## config.mk

```make
export PLATFORM = sky130hd
export DESIGN_NAME = prio_code_led_decoder
export DESIGN_NICKNAME = d
export VERILOG_FILES = /design/src/rtl/prio_led_pkg.sv /design/src/rtl/prio_code_led_decoder_code_to_pattern.sv /design/src/rtl/prio_code_led_decoder.sv
export SDC_FILE = /design/constraint.sdc
export NUM_CORES = 1
export LEC_CHECK = 0
export CAP_MARGIN = 25
export CORE_ASPECT_RATIO = 1.5
export CORE_MARGIN = 10
export CORE_UTILIZATION = 51
export DETAILED_ROUTE_END_ITERATION = 16
export GPL_TIMING_DRIVEN = 0
export PLACE_DENSITY = 0.82
export SLEW_MARGIN = 0
export SYNTH_ARGS = -nofsm -noshare
export SYNTH_HDL_FRONTEND = slang
export SYNTH_SLANG_ARGS = --single-unit
export TNS_END_PERCENT = 20
```

## constraint.sdc

```tcl
create_clock -name clk -period 2.5 [get_ports clk]
set_input_delay 0.75 -clock clk [delete_from_list [all_inputs] [get_ports clk]]
set_output_delay 0.75 -clock clk [all_outputs]
set_load 0.1 [all_outputs]
```

## src/rtl/prio_led_pkg.sv

```systemverilog
// prio_led_pkg
// Shared definitions for the priority-code LED display path.
//   - state_t   : display FSM states (IDLE, SHOW, GAP)
//   - PAT_LSB   : bit offset of the 8-bit decoded pattern on ledr
//   - BUSY_BIT  : ledr bit that is high whenever a word is being shown or gapped
//   - CODE_LSB  : bit offset of the latched 3-bit code on ledr
//   - CNT_LSB   : bit offset of the 4-bit accept counter on ledr
//   - CODE_W    : width of the encoded index coming from the priority encoder
//   - PAT_W     : width of the decoded LED pattern
//   - CNT_W     : width of the accept counter
package prio_led_pkg;

    typedef enum logic [1:0] {
        IDLE = 2'd0,
        SHOW = 2'd1,
        GAP  = 2'd2
    } state_t;

    localparam int PAT_LSB  = 0;
    localparam int BUSY_BIT = 8;
    localparam int CODE_LSB = 9;
    localparam int CNT_LSB  = 12;

    localparam int CODE_W = 3;
    localparam int PAT_W  = 8;
    localparam int CNT_W  = 4;

endpackage : prio_led_pkg

```

## src/rtl/prio_code_led_decoder_code_to_pattern.sv

```systemverilog
// code_to_pattern
// Purely combinational decode of an encoder word {flag, code} into an
// 8-bit LED pattern. Reusable by any block that displays encoder output.
//
// Build option (macro LED_THERMO_EN):
//   defined   : thermometer pattern, bits [code:0] set when flag=1
//   undefined : one-hot pattern, bit [code] set when flag=1
// A clear flag always yields an all-zero pattern.
//
// Ports:
//   flag    in   1       encoder flag, 1 when some switch was set
//   code    in   CODE_W  encoded index 0..7
//   pattern out  PAT_W   decoded LED pattern
module code_to_pattern
    import prio_led_pkg::*;
(
    input  logic              flag,
    input  logic [CODE_W-1:0] code,
    output logic [PAT_W-1:0]  pattern
);

    always_comb begin
        pattern = '0;
        if (flag) begin
`ifdef LED_THERMO_EN
            // Every bit at or below the encoded index lights up.
            for (int i = 0; i < PAT_W; i++) begin
                pattern[i] = (CODE_W'(i) <= code);
            end
`else
            pattern = PAT_W'(1) << code;
`endif
        end
    end

endmodule : code_to_pattern

```

## src/rtl/prio_code_led_decoder.sv

```systemverilog
// prio_code_led_decoder
// Accepts {flag, code} words from the switch-side priority encoder over a
// valid/ready handshake, shows the decoded pattern for HOLD_CYCLES cycles,
// then blanks it for GAP_CYCLES cycles before accepting the next word.
//
// Build option: LED_THERMO_EN selects a thermometer pattern instead of
// one-hot (handled inside code_to_pattern).
//
// Parameters:
//   HOLD_CYCLES  cycles the decoded pattern is displayed (>= 1)
//   GAP_CYCLES   blank cycles after the hold (0 skips the GAP state)
//
// Ports:
//   clk       in   1   system clock, rising edge
//   rst       in   1   asynchronous reset, active low
//   in_valid  in   1   producer has a word
//   in_flag   in   1   encoder flag
//   in_code   in   3   encoded index
//   in_ready  out  1   block can accept a word this cycle
//   ledr      out  16  [7:0] pattern, [8] busy, [11:9] code, [15:12] count
module prio_code_led_decoder
    import prio_led_pkg::*;
#(
    parameter int HOLD_CYCLES = 4,
    parameter int GAP_CYCLES  = 2
) (
    input  logic              clk,
    input  logic              rst,
    input  logic              in_valid,
    input  logic              in_flag,
    input  logic [CODE_W-1:0] in_code,
    output logic              in_ready,
    output logic [15:0]       ledr
);

    localparam int TMAX = (HOLD_CYCLES > GAP_CYCLES) ? HOLD_CYCLES : GAP_CYCLES;
    localparam int TW   = $clog2(TMAX + 1);

    // Reload values are computed as ints first so GAP_CYCLES=0 never
    // produces a negative load.
    localparam int HOLD_LOAD_I = HOLD_CYCLES - 1;
    localparam int GAP_LOAD_I  = (GAP_CYCLES > 0) ? GAP_CYCLES - 1 : 0;
    localparam logic [TW-1:0] HOLD_LOAD = TW'(HOLD_LOAD_I);
    localparam logic [TW-1:0] GAP_LOAD  = TW'(GAP_LOAD_I);

    state_t              state_q, state_d;
    logic [TW-1:0]       timer_q, timer_d;
    logic [PAT_W-1:0]    pattern_q, pattern_d;
    logic [CODE_W-1:0]   code_q, code_d;
    logic [CNT_W-1:0]    cnt_q, cnt_d;
    logic [PAT_W-1:0]    new_pattern;
    logic                accept;

    code_to_pattern u_code_to_pattern (
        .flag    (in_flag),
        .code    (in_code),
        .pattern (new_pattern)
    );

    // Ready depends only on state and reset, so the producer can never
    // create a combinational loop through in_valid.
    assign in_ready = (state_q == IDLE) && rst;
    assign accept   = in_valid && in_ready;

    always_ff @(posedge clk or negedge rst) begin
        if (!rst) begin
            state_q   <= IDLE;
            timer_q   <= '0;
            pattern_q <= '0;
            code_q    <= '0;
            cnt_q     <= '0;
        end else begin
            state_q   <= state_d;
            timer_q   <= timer_d;
            pattern_q <= pattern_d;
            code_q    <= code_d;
            cnt_q     <= cnt_d;
        end
    end

    // Timer counts down to zero in SHOW and GAP; a state lasts exactly
    // load+1 cycles. The code is latched even for a flag-zero word so the
    // display still reports what the encoder produced.
    always_comb begin
        state_d   = state_q;
        timer_d   = timer_q;
        pattern_d = pattern_q;
        code_d    = code_q;
        cnt_d     = cnt_q;

        unique case (state_q)
            IDLE: begin
                if (accept) begin
                    state_d   = SHOW;
                    timer_d   = HOLD_LOAD;
                    pattern_d = new_pattern;
                    code_d    = in_code;
                    cnt_d     = cnt_q + CNT_W'(1);
                end
            end
            SHOW: begin
                if (timer_q == '0) begin
                    if (GAP_CYCLES > 0) begin
                        state_d = GAP;
                        timer_d = GAP_LOAD;
                    end else begin
                        state_d = IDLE;
                    end
                end else begin
                    timer_d = timer_q - TW'(1);
                end
            end
            GAP: begin
                if (timer_q == '0) begin
                    state_d = IDLE;
                end else begin
                    timer_d = timer_q - TW'(1);
                end
            end
            default: begin
                state_d = IDLE;
                timer_d = '0;
            end
        endcase
    end

    // Output fields are decoded from registers only, so an asynchronous
    // reset clears the whole LED bank without waiting for a clock edge.
    always_comb begin
        ledr                        = '0;
        ledr[PAT_LSB +: PAT_W]      = (state_q == SHOW) ? pattern_q : '0;
        ledr[BUSY_BIT]              = (state_q != IDLE);
        ledr[CODE_LSB +: CODE_W]    = code_q;
        ledr[CNT_LSB +: CNT_W]      = cnt_q;
    end

endmodule : prio_code_led_decoder
```

==> results.json <==
{
  "cp_cell_sequence": "dlygate4sd2_1",
  "fillers": 168,
  "hold_buffers": 0,
  "path_buf_inv": 1,
  "fin_crit_sh_pct": 94.0,
  "ys.flop_type": "dfrtp_1",
  "synth-seq-cells": 20,
  "hold_viol": 0,
  "r2r_start": "state_q[0]$_DFFE_PN0P_",
  "fp.dieW_um": 56.1,
  "cts_tree": "built",
  "hp-class": "input pin to async pin",
  "critPathTopFamily": "buffers and inverters",
  "relSlewSlack_pct": 35.6,
  "root_buffer": "clkbuf_4",
  "wl_per_cell_um": 14.4,
  "worstMarginPinSlew_ps": 970,
  "critPathCaptureType": "output pin",
  "die_y_um": 74.2,
  "synth_compound_area_share_pct": 12.4,
  "avgSynthCellArea_sq_um": 10.6,
  "overflow": 0,
  "cp-startpoint": "cnt_q[0]$_DFFE_PN0P_",
  "ys_async_sr_fraction_pct": 100,
  "synthXorXnorAreaFrac_pct": 4.39,
  "cp.arrival_ps": 1600,
  "status": "finished, final reports clean",
  "finalInstanceArea_sq_um": 1250,
  "yosysTopAreaCell": "dfrtp_1",
  "seq_area_frac_synth_pct": 50.1,
  "fin_nets": 132,
  "synth_top_family_by_area": "simple AND/OR/NAND/NOR gates",
  "drtIter0Drc": 18,
  "netlist-cell-type-count": 27,
  "start_kind": "flop",
  "globalplace.congestion": 0.798,
  "final.setup.tns_ps": 0,
  "drt-total-wl_um": 2040,
  "numCtsBuffers": 3,
  "post-cts-setup-buffers": 0,
  "io_buffer_count": 23,
  "synthMuxAreaShare_pct": 4.51,
  "drv_slew": 0,
  "cpPeakStageDelay_ps": 880,
  "register_area_sq_um": 500,
  "synth_top_area_share_pct": 50.1,
  "whs_ps": 343,
  "postSynthCellCount": 94,
  "synth_fa_ha_area_share_pct": 3.76,
  "multi_input_area_sq_um": 439,
  "antenna_found_initial": 0,
  "synth-simple-area-share_pct": 18.2,
  "core_area_sq_um": 1850,
  "vias_per_cell": 5.50,
  "clk_pin_slew_ps": 100,
  "setup_viol": 0,
  "place_inst": 138,
  "cap_violations": 0,
  "dpl-instance-area_sq_um": 1260,
  "rsz0062_at_grt": "no",
  "ys_top_cells_by_area": "dfrtp_1 50%, o31ai_1 5.3%, and2_1 5.0%, nand2_1 4.9%, mux2_2 4.5%",
  "clock_latency_ps": 300,
  "drive_gt1_share_pct": 21.7,
  "crit_fanout": 4,
  "syn_to_final_growth_pct": 24.9,
  "drt_pass1_iterations": 4,
  "synth_edf_count": 0,
  "die_area_sq_um": 4160,
  "max_freq_ghz": 0.425,
  "cts_sinks": 20,
  "antennaDiodeCount": 0,
  "cts_resized": 67,
  "grt.total_usage_pct": 10.2,
  "rows": 19,
  "pin_count": 24,
  "finalNonFillerCells": 141,
  "syn_area_sq_um": 998,
  "yosysMostFrequentCell": "dfrtp_1",
  "clockBufferDepth": 2,
  "fin_crit_ps": 2350,
  "synthTopCellsByCount": "20 x dfrtp_1, 13 x nand2_1, 8 x and2_1, 7 x o31ai_1, 5 x inv_1",
  "required_ps": 1750,
  "grt_pass1_vias": 788,
  "grt_max_degree": 24,
  "start_util_pct": 53.8,
  "vias": 775,
  "grt_pass1_wl_um": 3530,
  "crit_slowest_cell": "dlygate4sd2_1",
  "drtAntennaViolNets": 0,
  "htreeDepth": 1,
  "syn_nets": 104,
  "critPathKind": "flop to output pin",
  "dp_hpwl_um": 1590,
  "skew_ps": 4.57,
  "drc": 0,
  "yosys_warnings": 0
}
-- cells in the final DEF (no fill, tap or decap), types with 2 or more instances in the layout --
cell	count
and2_1	8
buf_2	2
buf_4	9
buf_6	3
clkbuf_2	2
clkbuf_4	4
clkdlybuf4s50_1	5
dfrtp_1	20
dlygate4sd2_1	7
ha_1	3
inv_1	5
mux2_2	4
nand2_1	13
nand2b_1	4
nor2_1	3
nor2b_1	2
o31ai_1	7
o41ai_1	2
xnor2_1	3
xor2_1	2
-- final timing paths --
kind | slack (ps) | cells after the start | endpoint
setup / recovery | 150 | 1 | ledr[12]
hold / removal | 340 | 1 | timer_q[0]$_DFFE_PN0P_
setup reg to reg | 1000 | 5 | pattern_q[0]$_DFFE_PN0P_
hold reg to reg | 460 | 1 | cnt_q[3]$_DFFE_PN0P_
max in group asynchronous | 1920 | 1 | code_q[1]$_DFFE_PN0P_
min in group clk | 460 | 1 | cnt_q[3]$_DFFE_PN0P_
-- registers in the layout (all words and copies together), names as in the netlist --
name,cells
pattern_q,8
timer_q,3
cnt_q,4
state_q,2
code_q,3
-- routing by layer --
layer / track usage (%) / vias to the layer above / routed length [um] / share of wire, %
met5: 0 / - / 0 / 0
met4: 4.02 / 0 / 25 / 1.2
met3: 4.26 / 2 / 175 / 8.6
met2: 17.8 / 23 / 993 / 49
met1: 10.6 / 377 / 843 / 41
li1: - / 373 / - / -
-- layout make-up --
class | count | area share, %
Buffer | 6 | 3.91
Clock buffer | 3 | 1.81
Inverter | 5 | 1.50
Multi-Input combinational cell | 63 | 35.2
Sequential cell | 20 | 40.1
Tap cell | 21 | 2.11
Timing Repair Buffer | 23 | 15.3
-- cell families after synthesis --
logic type / after synthesis
buffers and inverters: 11
AOI/OAI and AO/OA: 16
DFF: 20
xor gates and xnor gates: 5
and+or+nand+nor: 35
muxes: 4
adders and majority gates: 3
-- per-stage QoR --
step,util [%],setup WS [ps]
finish,67.3,150
global route,67.3,97.2
CTS,67.3,-50.4
detailed placement,68.1,-1600
global placement,68.1,-1600
floorplan,-,176
Power is left out: the tool's default activity adds up to more than one toggle a clock period on the data nets, which glitch-free logic cannot reach.
